$ cat config.mk
export PLATFORM = sky130hd
export DESIGN_NAME = ctrl_uart_rx_fifo_flat
export DESIGN_NICKNAME = d
export VERILOG_FILES = /design/src/rtl/ctrl_uart_rx_fifo_if.sv /design/src/rtl/ctrl_uart_rx_fifo.sv /design/src/flat_wrapper.sv
export SDC_FILE = /design/constraint.sdc
export NUM_CORES = 1
export LEC_CHECK = 0
export CORE_MARGIN = 2
export CORE_UTILIZATION = 60
export DETAILED_ROUTE_END_ITERATION = 12
export PLACE_DENSITY = 0.91
export SLEW_MARGIN = 5
export SYNTH_ARGS = -nofsm -noshare
export SYNTH_HDL_FRONTEND = slang
export SYNTH_SLANG_ARGS = --single-unit
$ cat constraint.sdc
create_clock -name clk -period 2.75 [get_ports clk]
set_input_delay 0.275 -clock clk [delete_from_list [all_inputs] [get_ports clk]]
set_output_delay 0.275 -clock clk [all_outputs]
set_load 0.02 [all_outputs]
$ cat src/rtl/ctrl_uart_rx_fifo_if.sv
// ---------------------------------------------------------------------------
// ctrl_uart_rx_fifo_if
// Bundles the signals between the UART byte receiver and CPU register side
// (master) and the receive FIFO (slave).
//   in_dat/in_vld : received byte and its one-cycle valid strobe
//   rd            : pop strobe from a read of the RX data register
//   clr           : synchronous flush from a write to the status register
//   out_dat       : head byte, first-word-fall-through
//   empty/full    : fill status
//   level         : number of stored bytes, 0..2**AW
//   ovf           : sticky overflow flag
//   thr/irq       : fill threshold and threshold flag, present only when
//                   CTRL_UART_RX_FIFO_IRQ_EN is defined
// ---------------------------------------------------------------------------
interface ctrl_uart_rx_fifo_if #(
  parameter int DW = 8,
  parameter int AW = 4
);
  logic [DW-1:0] in_dat;
  logic          in_vld;
  logic          rd;
  logic          clr;
  logic [DW-1:0] out_dat;
  logic          empty;
  logic          full;
  logic [AW:0]   level;
  logic          ovf;
`ifdef CTRL_UART_RX_FIFO_IRQ_EN
  logic [AW:0]   thr;
  logic          irq;

  modport master (
    output in_dat, in_vld, rd, clr, thr,
    input  out_dat, empty, full, level, ovf, irq
  );
  modport slave (
    input  in_dat, in_vld, rd, clr, thr,
    output out_dat, empty, full, level, ovf, irq
  );
`else
  modport master (
    output in_dat, in_vld, rd, clr,
    input  out_dat, empty, full, level, ovf
  );
  modport slave (
    input  in_dat, in_vld, rd, clr,
    output out_dat, empty, full, level, ovf
  );
`endif
endinterface

$ cat src/rtl/ctrl_uart_rx_fifo.sv
// ---------------------------------------------------------------------------
// ctrl_uart_rx_fifo
// Receive FIFO between the UART byte receiver and the CPU RX data/status
// registers. Stores up to 2**AW bytes, presents the head byte registered and
// first-word-fall-through, and reports level, empty, full and a sticky
// overflow flag.
//
// Ports:
//   clk   : system clock
//   rst_n : asynchronous active-low reset
//   bus   : ctrl_uart_rx_fifo_if.slave (in_dat, in_vld, rd, clr, out_dat,
//           empty, full, level, ovf [, thr, irq])
//
// Optional feature: define CTRL_UART_RX_FIFO_IRQ_EN to add the thr input and
// the registered irq output (irq = level >= thr, with thr == 0 disabling it).
// ---------------------------------------------------------------------------
module ctrl_uart_rx_fifo #(
  parameter int DW = 8,
  parameter int AW = 4
) (
  input logic               clk,
  input logic               rst_n,
  ctrl_uart_rx_fifo_if.slave bus
);

  localparam logic [AW:0] DEPTH = {1'b1, {AW{1'b0}}};

  logic [DW-1:0] r_mem [2**AW];
  logic [AW-1:0] r_wp;
  logic [AW-1:0] r_rp;
  logic [AW:0]   r_level;
  logic          r_ovf;
  logic [DW-1:0] r_out_dat;

  logic          w_empty;
  logic          w_full;
  logic          w_pop;
  logic          w_push;
  logic          w_drop;
  logic [AW-1:0] w_rp_inc;
  logic [AW:0]   w_level_nxt;
  logic [DW-1:0] w_out_nxt;

  assign w_empty  = (r_level == '0);
  assign w_full   = (r_level == DEPTH);
  assign w_rp_inc = r_rp + AW'(1);

  always_comb begin
    w_pop       = 1'b0;
    w_push      = 1'b0;
    w_drop      = 1'b0;
    w_level_nxt = r_level;
    w_out_nxt   = r_out_dat;

    // clr overrides both ports, so neither a pop nor a push is accepted.
    if (!bus.clr) begin
      w_pop  = bus.rd && !w_empty;
      // A full FIFO still takes a byte when the head leaves in the same cycle.
      w_push = bus.in_vld && (!w_full || w_pop);
      w_drop = bus.in_vld && !w_push;
    end

    if (bus.clr)
      w_level_nxt = '0;
    else if (w_push && !w_pop)
      w_level_nxt = r_level + (AW+1)'(1);
    else if (w_pop && !w_push)
      w_level_nxt = r_level - (AW+1)'(1);

    // Head register: the byte that will sit at rp after this edge. When the
    // entry behind the head is the one being written now, it is taken
    // straight from in_dat because the array write lands on the same edge.
    // With nothing left to show, the last value is held.
    if (w_push && w_empty)
      w_out_nxt = bus.in_dat;
    else if (w_pop) begin
      if (r_level > (AW+1)'(1))
        w_out_nxt = r_mem[w_rp_inc];
      else if (w_push)
        w_out_nxt = bus.in_dat;
    end
  end

  // Storage is not reset; only pointers and flags carry reset values.
  always_ff @(posedge clk) begin
    if (w_push)
      r_mem[r_wp] <= bus.in_dat;
  end

  always_ff @(posedge clk or negedge rst_n) begin
    if (!rst_n) begin
      r_wp      <= '0;
      r_rp      <= '0;
      r_level   <= '0;
      r_ovf     <= 1'b0;
      r_out_dat <= '0;
    end else begin
      r_level   <= w_level_nxt;
      r_out_dat <= w_out_nxt;
      if (bus.clr) begin
        r_wp  <= '0;
        r_rp  <= '0;
        r_ovf <= 1'b0;
      end else begin
        if (w_push) r_wp  <= r_wp + AW'(1);
        if (w_pop)  r_rp  <= w_rp_inc;
        if (w_drop) r_ovf <= 1'b1;
      end
    end
  end

  assign bus.out_dat = r_out_dat;
  assign bus.empty   = w_empty;
  assign bus.full    = w_full;
  assign bus.level   = r_level;
  assign bus.ovf     = r_ovf;

`ifdef CTRL_UART_RX_FIFO_IRQ_EN
  logic r_irq;
  logic w_irq_nxt;

  // Evaluated on the post-edge level so irq moves on the same edge as level.
  assign w_irq_nxt = !bus.clr && (bus.thr != '0) && (w_level_nxt >= bus.thr);

  always_ff @(posedge clk or negedge rst_n) begin
    if (!rst_n)
      r_irq <= 1'b0;
    else
      r_irq <= w_irq_nxt;
  end

  assign bus.irq = r_irq;
`endif

endmodule

$ cat src/flat_wrapper.sv
// flat-port wrapper written by rule: the top's interface ports become plain ports
module ctrl_uart_rx_fifo_flat 
#(
  parameter int DW = 8,
  parameter int AW = 4
)
  (clk, rst_n, bus_in_dat, bus_in_vld, bus_rd, bus_clr, bus_out_dat, bus_empty, bus_full, bus_level, bus_ovf);
  ctrl_uart_rx_fifo_if #(.DW(DW), .AW(AW)) bus_i ();
  input logic clk;
  input logic rst_n;
  input wire logic [$bits(bus_i.in_dat)-1:0] bus_in_dat;
  input wire logic [$bits(bus_i.in_vld)-1:0] bus_in_vld;
  input wire logic [$bits(bus_i.rd)-1:0] bus_rd;
  input wire logic [$bits(bus_i.clr)-1:0] bus_clr;
  output wire logic [$bits(bus_i.out_dat)-1:0] bus_out_dat;
  output wire logic [$bits(bus_i.empty)-1:0] bus_empty;
  output wire logic [$bits(bus_i.full)-1:0] bus_full;
  output wire logic [$bits(bus_i.level)-1:0] bus_level;
  output wire logic [$bits(bus_i.ovf)-1:0] bus_ovf;
  assign bus_i.in_dat = bus_in_dat;
  assign bus_i.in_vld = bus_in_vld;
  assign bus_i.rd = bus_rd;
  assign bus_i.clr = bus_clr;
  assign bus_out_dat = bus_i.out_dat;
  assign bus_empty = bus_i.empty;
  assign bus_full = bus_i.full;
  assign bus_level = bus_i.level;
  assign bus_ovf = bus_i.ovf;
  ctrl_uart_rx_fifo #(.DW(DW), .AW(AW)) u_core (.clk(clk), .rst_n(rst_n), .bus(bus_i));
endmodule
==> summary.txt, run 1 <==
Run status
  • Outcome: completed

Power
  • Clock share of power: 31.8%
  • Combinational power share: 29.0%
  • Worst VDD drop: 0.545 mV
  • Sequential share of power: 39.2%
  • P_int: 0.00481 W
  • PD cells: 933 nW/um^2
  • Leak: 2.54 nW
  • Sw frac: 30.7%
  • Psw: 0.00214 W

Yosys
  • Warnings from Yosys: 0
  • Largest cells by area after synthesis: edfxtp_1 61%, mux4_2 11%, dfrtp_1 8.7%
  • Top FF cell, synth: edfxtp_1
  • Number of synthesized register bits: 150
  • Most frequent cell after synthesis: edfxtp_1
  • Share of the synthesized area in the top cell type: 60.6%
  • Yosys cell types: 47
  • Area leader, netlist: edfxtp_1
  • Syn nets: 402
  • Synth Cell Area: 6340 sq um
  • Top post-synthesis cells by count: 128 x edfxtp_1, 36 x nor2_1, 32 x mux4_2, 22 x dfrtp_1, 19 x nand2_1
  • Synth Instances: 380
  • Mean Syn Cell Area: 16.7 sq um
  • Part of the Yosys area used for sequential elements: 69.3%
  • Async set-reset flop share out of synthesis: 14.7%
  • Post-synth EDFFs: 128

Clock network
  • Hold_buf cts: 0
  • Clk slew on worst S/H paths: 60 ps
  • CTS root buffer: clkbuf_8
  • Clock Tree Buf Depth: 2
  • Clock Sink Count: 150
  • CTS tree: yes
  • Clk_lat worst skew: 530 ps
  • H-tree depth: 4
  • CTS Buf Count: 17

Timing
  • Tmin final: 2600 ps
  • Pins Over Slew Limit: 0
  • Finish-stage setup viols: 0
  • Final setup TNS: 0 ps
  • Final Cycle Share: 94.4%
  • Clock skew: 7.70 ps
  • Worst-Margin Slew: 799 ps
  • RSZ-0062 raised after global routing: false
  • Final WS setup: 153 ps
  • Relative slew slack: 45.3%
  • F_max: 385 MHz
  • Final Hold Viols: 0

Final layout
  • Fillers: 615
  • Area of the multi-input gates: 1750 sq um
  • Inserted Diodes: 0
  • Design area: 7450 sq um
  • Area Growth Syn to Fin: 17.5%
  • Share of cells above drive strength 1: 20.9%
  • Nets: 455
  • Sequential standard cell area: 4400 sq um

Placed design
  • Gpl congestion: 0.856
  • # port buffers: 28
  • Placement Setup Slack: 268 ps
  • Hpwl dp: 8690 um
  • Placed inst area: 6880 sq um

Drt
  • Total number of vias: 3668
  • 1st-pass router iterations: 5
  • Post-Route WL: 13700 um
  • Post-DRT Antenna Nets: 0
  • Post-route DRC: 0
  • Vias/cell: 6.30
  • DRT iter0 DRCs: 409
  • Routed length per instance: 23.6 um

Die
  • I/O pin count: 29
  • Row cnt: 37
  • Starting density of the core: 61.7%
  • Die height: 107 um
  • DIE WIDTH: 107 um
  • Die area: 11400 sq um
  • Core area: 10300 sq um

Setup path
  • CP endpoint kind: output pin
  • Worst Setup Start Kind: flop
  • CP arrival: 2320 ps
  • CP Max Fanout: 6
  • Setup CP Type: reg -> out
  • Worst Path Required: 2480 ps

Global routing
  • Vias in the first global route: 3894
  • Global Route Usage Sum: 26.7%
  • Pin count of the biggest net entering global routing: 34
  • Global route overflow: 0
  • Initial antenna violation count: 0
  • Routing usage on met2: 44.3%
  • First-pass GRT wire length: 21700 um
  • Met1 usage in global routing: 33.9%
  • GR Util met3: 6.75%
  • Busiest metal layer after global routing: met2

Hold path
  • Hold Crit Class: in -> async

Run
  • Maxcap violations: 0
==> worst max-delay path: stages (launching register included) <==
cell and delay [ps]:
dfrtp_1 450, inv_1 150, ha_1 250, and4bb_2 310, clkdlybuf4s50_1 620
==> area by class of cell <==
| type | instances | share of cell area, % |
|---|---|---|
| clock buffer | 22 | 5.95 |
| clock inverter | 10 | 1.66 |
| inverter | 23 | 1.16 |
| multi-input combinational | 190 | 23.5 |
| sequential | 150 | 59.0 |
| tap | 136 | 2.28 |
| timing repair buffer | 51 | 6.40 |
==> state kept, by name, indices dropped and copies added (netlist names) <==
signal / cells
u_core.r_mem: 128
u_core.r_wp: 4
u_core.bus.level: 5
u_core.bus.ovf: 1
u_core.bus.out_dat: 8
u_core.r_rp: 4
==> cell usage in the layout, fill, tap and decap left out, types with 9 or more instances in the layout <==
master           netlist  routed
nand2_1               19      19
buf_4                  2      21
clkdlybuf4s50_1        0      27
nor2_1                36      36
clkbuf_16              0      16
ha_1                   9       9
mux4_2                32      32
inv_1                 18      18
dfrtp_1               22      21
edfxtp_1             128     128
==> per-stage QoR <==
step                      instances  power, W  hold WS, ps  utilization [%]
after detailed placement        550   0.00476          475             67.0
after global placement          550   0.00466          467             67.0
after CTS                       582   0.00696          113             72.5
final                           582   0.00695          110             72.5
after floorplan                 380   0.00412        -20.6                -
after global routing            582   0.00724          147             72.5
==> final timing paths <==
path,startpoint,endpoint,slack [ps],cells past startpoint
max in group asynchronous,rst_n,u_core.r_rp[0],2380,2
min in group clk,u_core.bus.out_dat[1],u_core.bus.out_dat[1],490,2
max reg2reg,u_core.r_rp[0],u_core.bus.out_dat[6],230,7
max,u_core.bus.level[0],bus_full,150,4
min,rst_n,u_core.r_wp[1],110,2
min reg2reg,u_core.bus.out_dat[1],u_core.bus.out_dat[1],490,2
==> layer usage <==
layer / part of all wire (%) / up-vias
li1: - / 1586
met1: 37 / 1852
met2: 52 / 190
met3: 7.4 / 40
met4: 3.0 / 0
met5: 0 / -
==> cells by family (layout without fill, tap and decap cells) <==
group / after synthesis / after routing / synth area share, %
XOR/XNOR: 10 / 10 / 1.38
flip-flops: 150 / 150 / 69.3
buffers and inverters: 40 / 106 / 3.02
AND/OR/NAND/NOR: 90 / 90 / 6.89
multiplexers: 33 / 33 / 11.5
adder cells (fa/ha/maj): 9 / 9 / 1.78
AO/OA/AOI/OAI: 48 / 48 / 6.08
==> power groups by stage <==
stage               Clock [W]  Sequential (W)  Combinational, W
global placement            0         0.00275           0.00190
global route          0.00233         0.00274           0.00217
CTS                   0.00223         0.00272           0.00201
finish                0.00221         0.00272           0.00202
floorplan                   0         0.00283           0.00129
detailed placement          0         0.00276           0.00199
==> what timing repair did <==
action | in CTS | in global routing
resized for setup | 1 | 0
endpoints found under the setup margin | 1 | 0
setup buffers | 0 | 0
Note: power is estimated with default switching activity, not from simulation.
==> run 2, diff against run 1 <==
CORE_MARGIN = default   (was 2)
HOLD_SLACK_MARGIN = 0.1   (was default)
==> run 2 against run 1 <==
Sequential power about the same. Count of clock-buffer cells in the layout decreased by 3. Wire length increased by 0.87%. Clock skew increased by 1.3 ps. Combinational power about the same. Worst hold slack improved by 370 ps. Clock power increased by 6%. First-iteration DRC count decreased by 13%. Global-route usage increased by 0.89 points. Maximum frequency increased by 0.78%. Total power increased by 1.9%. Critical path depth unchanged. Highest routed layer unchanged.
==> summary.txt, run 2 (same netlist as run 1, synthesis figures left out) <==
Clock network
  • Clock Sink Count: 150 (unchanged)
  • CTS root buffer: clkbuf_8
  • Clk slew on worst S/H paths: 60 ps (about the same)
  • Setup repair bufs after CTS: 0 (unchanged)
  • CTS Buf Count: 17 (unchanged)
  • Clock Tree Buf Depth: 2 (unchanged)
  • H-tree depth: 4 (unchanged)
  • CTS tree: yes
  • Clk_lat worst skew: 530 ps (about the same)

Global routing
  • Pin count of the biggest net entering global routing: 37 (+8.8%)
  • Global route overflow: 0 (unchanged)
  • Vias in the first global route: 3745 (-3.8%)
  • First-pass GRT wire length: 21600 um (-0.54%)
  • Global Route Usage Sum: 27.6% (+0.89 points)
  • Initial antenna violation count: 0 (unchanged)

Timing
  • Pins Over Slew Limit: 0 (unchanged)
  • Worst-Margin Slew: 714 ps (-85.6 ps)
  • Hold Slack: 481 ps (+371 ps)
  • Final Cycle Share: 93.7% (-0.74 points)
  • F_max: 388 MHz (+0.78%)
  • Final setup TNS: 0 ps (unchanged)
  • Finish-stage setup viols: 0 (unchanged)
  • Tmin final: 2580 ps (-20.2 ps)
  • Final Hold Viols: 0 (unchanged)
  • Clock skew: 8.96 ps (+1.26 ps)
  • Relative slew slack: 51.2% (+5.9 points)
  • RSZ-0062 raised after global routing: false

Power
  • Worst VDD drop: 0.599 mV (+9.9%)
  • Power, Total: 0.00708 W (+1.9%)
  • Sw frac: 31.0% (+0.28 points)
  • Clock share of power: 33.1% (+1.3 points)
  • Sequential share of power: 38.4% (-0.8 points)
  • Psw: 0.00220 W (+2.8%)
  • PD cells: 946 nW/um^2 (+1.4%)
  • P_int: 0.00488 W (+1.5%)
  • Leak: 2.55 nW (+0.68%)
  • Combinational power share: 28.4% (-0.6 points)

Die
  • DIE WIDTH: 105 um (-1.9%)
  • Row cnt: 37 (unchanged)
  • Core area: 10300 sq um (unchanged)
  • Starting density of the core: 61.7% (unchanged)
  • Die height: 105 um (-1.9%)
  • Die area: 11000 sq um (-3.7%)
  • I/O pin count: 29 (unchanged)

Placed design
  • Gpl congestion: 0.882 (+3.1%)
  • # port buffers: 28 (unchanged)
  • Hpwl dp: 8460 um (-2.6%)

Hold path
  • Hold Crit Class: reg -> reg

Final layout
  • Most flop-heavy register: u_core.r_mem
  • Sequential standard cell area: 4400 sq um (unchanged)
  • Largest register FFs: 128 (unchanged)
  • Inserted Diodes: 0 (unchanged)
  • Share of cells above drive strength 1: 21.0% (+0.18 points)
  • Commonest non-fill, non-tap cells in the layout: 128 x edfxtp_1, 36 x nor2_1, 32 x mux4_2
  • Fillers: 595 (-3.3%)
  • Nets: 456 (+0.22%)
  • Area Growth Syn to Fin: 18.0%
  • Commonest non-fill, non-tap cell in the layout: edfxtp_1
  • Area of the multi-input gates: 1750 sq um (unchanged)

Setup path
  • CP endpoint kind: output pin
  • Critical path's largest stage delay: 620 ps (about the same)
  • Setup CP Type: reg -> out
  • Worst Setup Start Kind: flop
  • Worst Path Required: 2480 ps (about the same)
  • CP arrival: 2300 ps (-20 ps)
  • CP Max Fanout: 6 (unchanged)
  • CP max stage cell: clkdlybuf4s50_1
  • Critical-path cell list: inv_1 -> ha_1 -> and4bb_2 -> clkdlybuf4s50_1

Drt
  • Post-route DRC: 0 (unchanged)
  • Total number of vias: 3713 (+1.2%)
  • Post-DRT Antenna Nets: 0 (unchanged)
  • Post-Route WL: 13900 um (+0.87%)
  • 1st-pass router iterations: 5 (unchanged)
  • Vias/cell: 6.37 (+1.1%)
  • DRT iter0 DRCs: 355 (-13%)
  • Routed length per instance: 23.8 um (+0.70%)

Run status
  • Outcome: completed

Run
  • Maxcap violations: 0 (unchanged)
-- run 2: cell type report --
type	instances	area share [%]
Sequential cell	150	58.7
Timing Repair Buffer	52	6.51
Clock buffer	19	5.64
Inverter	23	1.15
Clock inverter	13	2.26
Multi-Input combinational cell	190	23.4
Tap cell	136	2.27
-- run 2: what timing repair did --
| action | 4_1_cts | 5_1_grt |
|---|---|---|
| gates resized for setup | 1 | 0 |
| endpoints found under the setup margin | 1 | 0 |
| hold buffers | 1 | 0 |
| hold endpoints to repair | 9 | 0 |
-- run 2: final timing paths --
| path | from | end | slack, ps | cells after the start |
|---|---|---|---|---|
| setup / recovery | u_core.bus.level[0] | bus_full | 170 | 4 |
| max in group asynchronous | rst_n | u_core.r_rp[0] | 1850 | 3 |
| setup reg to reg | u_core.bus.level[0] | u_core.r_mem[4][0] | 200 | 7 |
| hold reg to reg | u_core.bus.out_dat[0] | u_core.bus.out_dat[0] | 480 | 2 |
| hold / removal | u_core.bus.out_dat[0] | u_core.bus.out_dat[0] | 480 | 2 |
| min in group asynchronous | rst_n | u_core.bus.out_dat[2] | 650 | 3 |
-- run 2: metal layers --
layer	track usage, %	vias up	routed length, um
li1	-	1595	-
met1	36.8	1856	5370
met2	45.7	234	7050
met3	5.74	28	1140
met4	9.46	0	301
met5	0	-	0
-- run 2: power by group through the flow --
stage	clock [W]	combinational (W)	sequential [W]
final	0.00235	0.00201	0.00272
after global routing	0.00245	0.00214	0.00274
after CTS	0.00236	0.00200	0.00272
after detailed placement	0	0.00197	0.00276
after global placement	0	0.00190	0.00275
after floorplan	0	0.00129	0.00283
-- run 2: per-stage QoR --
stage               area [sq um]  util [%]  cells  setup WS, ps
floorplan                   6340         -    380          28.3
global placement            6880      67.0    550           333
detailed placement          6880      67.0    550           238
CTS                         7480      72.8    583           188
global route                7480      72.8    583          64.3
finish                      7480      72.8    583           173
-- run 2: critical path, delay by kind of cell, from the launching register on --
family | cells | cell delay, ps
buffers and inverters | 2 | 780
and+or+nand+nor | 1 | 310
adders and majority gates | 1 | 240
DFF | 1 | 450
==> run 3, diff against run 2 <==
CORE_ASPECT_RATIO = 0.6   (was default)
==> run 3 against run 2 <==
Setup slack improved by 24 ps. Register-to-register slack barely moved. Maximum frequency rose by 0.93%. Clock power fell by 6%. Clock skew rose by 0.77 ps. Sequential share of layout area rose by 0.32 points. Global-route usage rose by 2.6 points. Total power fell by 0.60%. Design area fell by 0.54%. Combinational power rose by 3%. Critical path type is now reg -> reg. Worst hold slack got worse by 47 ps. Critical path depth rose by 2.
==> summary.txt, run 3 (same netlist as run 1, synthesis figures left out) <==
Setup path
  • CP endpoint kind: flop
  • CP max stage cell: dfrtp_1
  • Register-to-Register Path Depth: 6 (-1)
  • Worst Setup Start Kind: flop
  • CP arrival: 2670 ps (+370 ps)
  • Setup CP Type: reg -> reg
  • Critical-path cell list: inv_1 -> ha_1 -> and4bb_2 -> a21bo_2 -> nor4_1 -> buf_4
  • Critical path's largest stage delay: 470 ps (-150 ps)
  • Worst Path Required: 2870 ps (+390 ps)
  • CP Max Fanout: 8 (+2)

Die
  • DIE WIDTH: 135 um (+29%)
  • Row cnt: 28 (-24%)
  • Die area: 11000 sq um (+0.13%)
  • I/O pin count: 29 (unchanged)
  • Starting density of the core: 63.0% (+1.4 points)
  • Core area: 10100 sq um (-2.2%)
  • Die height: 81.6 um (-22%)

Run
  • Maxcap violations: 0 (unchanged)

Final layout
  • Area Growth Syn to Fin: 17.4%
  • Inserted Diodes: 0 (unchanged)
  • Largest register FFs: 128 (unchanged)
  • Most flop-heavy register: u_core.r_mem
  • Nets: 454 (-0.44%)
  • Commonest non-fill, non-tap cell in the layout: edfxtp_1
  • Share of cells above drive strength 1: 21.6% (+0.54 points)
  • Commonest non-fill, non-tap cells in the layout: 128 x edfxtp_1, 36 x nor2_1, 32 x mux4_2

Drt
  • Post-DRT Antenna Nets: 0 (unchanged)
  • Total number of vias: 3800 (+2.3%)
  • Routed length per instance: 25.8 um (+8.6%)
  • Vias/cell: 6.55 (+2.9%)
  • DRT iter0 DRCs: 501 (+41%)
  • Post-Route WL: 15000 um (+8.1%)
  • 1st-pass router iterations: 5 (unchanged)
  • Post-route DRC: 0 (unchanged)

Run status
  • Outcome: completed

Clock network
  • CTS root buffer: clkbuf_16
  • Clk slew on worst S/H paths: 70 ps (about the same)
  • Clock Sink Count: 150 (unchanged)
  • H-tree depth: 4 (unchanged)
  • Clock Tree Buf Depth: 2 (unchanged)
  • Clk_lat worst skew: 420 ps (-110 ps)
  • Hold_buf cts: 0 (-1)
  • CTS Buf Count: 17 (unchanged)
  • CTS tree: yes

Power
  • Power, Total: 0.00704 W (-0.60%)
  • Worst VDD drop: 0.690 mV (+15%)
  • PD cells: 946 nW/um^2 (about the same)
  • Leak: 2.53 nW (-0.77%)

Timing
  • Final setup TNS: 0 ps (unchanged)
  • RSZ-0062 raised after global routing: false
  • Final Cycle Share: 92.8% (-0.86 points)
  • Tmin final: 2550 ps (-23.6 ps)
  • Clock skew: 9.73 ps (+0.771 ps)
  • Relative slew slack: 27.8% (-23 points)
  • F_max: 392 MHz (+0.93%)
  • Worst-Margin Slew: 1080 ps (+366 ps)
  • Pins Over Slew Limit: 0 (unchanged)
  • Finish-stage setup viols: 0 (unchanged)
  • Final Hold Viols: 0 (unchanged)

Placed design
  • Hpwl dp: 9680 um (+14%)
  • # port buffers: 28 (unchanged)
  • Gpl congestion: 0.863 (-2.1%)

Global routing
  • Pin count of the biggest net entering global routing: 37 (unchanged)
  • Global Route Usage Sum: 30.2% (+2.6 points)
  • First-pass GRT wire length: 22500 um (+4.1%)
  • Global route overflow: 0 (unchanged)
  • Vias in the first global route: 3696 (-1.3%)
  • Initial antenna violation count: 0 (unchanged)

Hold path
  • Hold Crit Class: in -> async
==> run 3: path summary, 6_finish.rpt <==
path / slack [ps] / to / startpoint
min in group clk: 530 / u_core.bus.out_dat[4] / u_core.bus.out_dat[4]
hold reg to reg: 530 / u_core.bus.out_dat[4] / u_core.bus.out_dat[4]
max in group asynchronous: 1580 / u_core.r_rp[0] / rst_n
setup reg to reg: 200 / u_core.r_mem[2][0] / u_core.bus.level[0]
setup / recovery: 200 / u_core.r_mem[2][0] / u_core.bus.level[0]
hold / removal: 430 / u_core.bus.level[1] / rst_n
==> run 3: power breakdown <==
part | internal (W) | switching (W)
combinational | 0.000892 | 0.00119
clock | 0.00126 | 0.000956
sequential | 0.00260 | 0.000143
==> run 3: critical path, delay by kind of cell (launching register included) <==
| kind | cells | cell delay (ps) |
|---|---|---|
| simple gates | 2 | 740 |
| flops | 1 | 470 |
| buf+inv | 2 | 440 |
| compound gates | 1 | 310 |
| fa+ha+maj | 1 | 290 |
==> run 3: stage by stage <==
| step | hold slack, ps | setup slack (ps) | utilization [%] | cell area (sq um) | cells |
|---|---|---|---|---|---|
| floorplan | -20.6 | 28.3 | - | 6340 | 380 |
| global placement | 475 | 346 | 68.4 | 6870 | 548 |
| detailed placement | 503 | 285 | 68.4 | 6870 | 548 |
| CTS | 450 | 230 | 74.0 | 7440 | 580 |
| global route | 524 | 124 | 74.0 | 7440 | 580 |
| finish | 434 | 197 | 74.0 | 7440 | 580 |
==> run 3: metal layers <==
metal / vias to the layer above / GRT usage [%] / share of wire, %
met5: - / 0 / 0
met4: 0 / 11.6 / 1.5
met3: 24 / 7.65 / 10
met2: 238 / 45.8 / 47
met1: 1948 / 43.0 / 41
li1: 1590 / - / -
==> run 3: what timing repair did <==
| action | 4_1_cts | 5_1_grt |
|---|---|---|
| endpoints found under the setup margin | 1 | 0 |
| hold endpoints to repair | 0 | 0 |
| buffers inserted | 0 | 0 |
| gates resized for setup | 1 | 0 |
==> run 3: layout make-up <==
type | count | area (sq um)
Sequential cell | 150 | 4400
Tap cell | 135 | 169
Inverter | 23 | 86.3
Multi-Input combinational cell | 190 | 1750
Timing Repair Buffer | 50 | 469
Clock buffer | 17 | 425
Clock inverter | 15 | 144
Fill cell | 576 | 2610
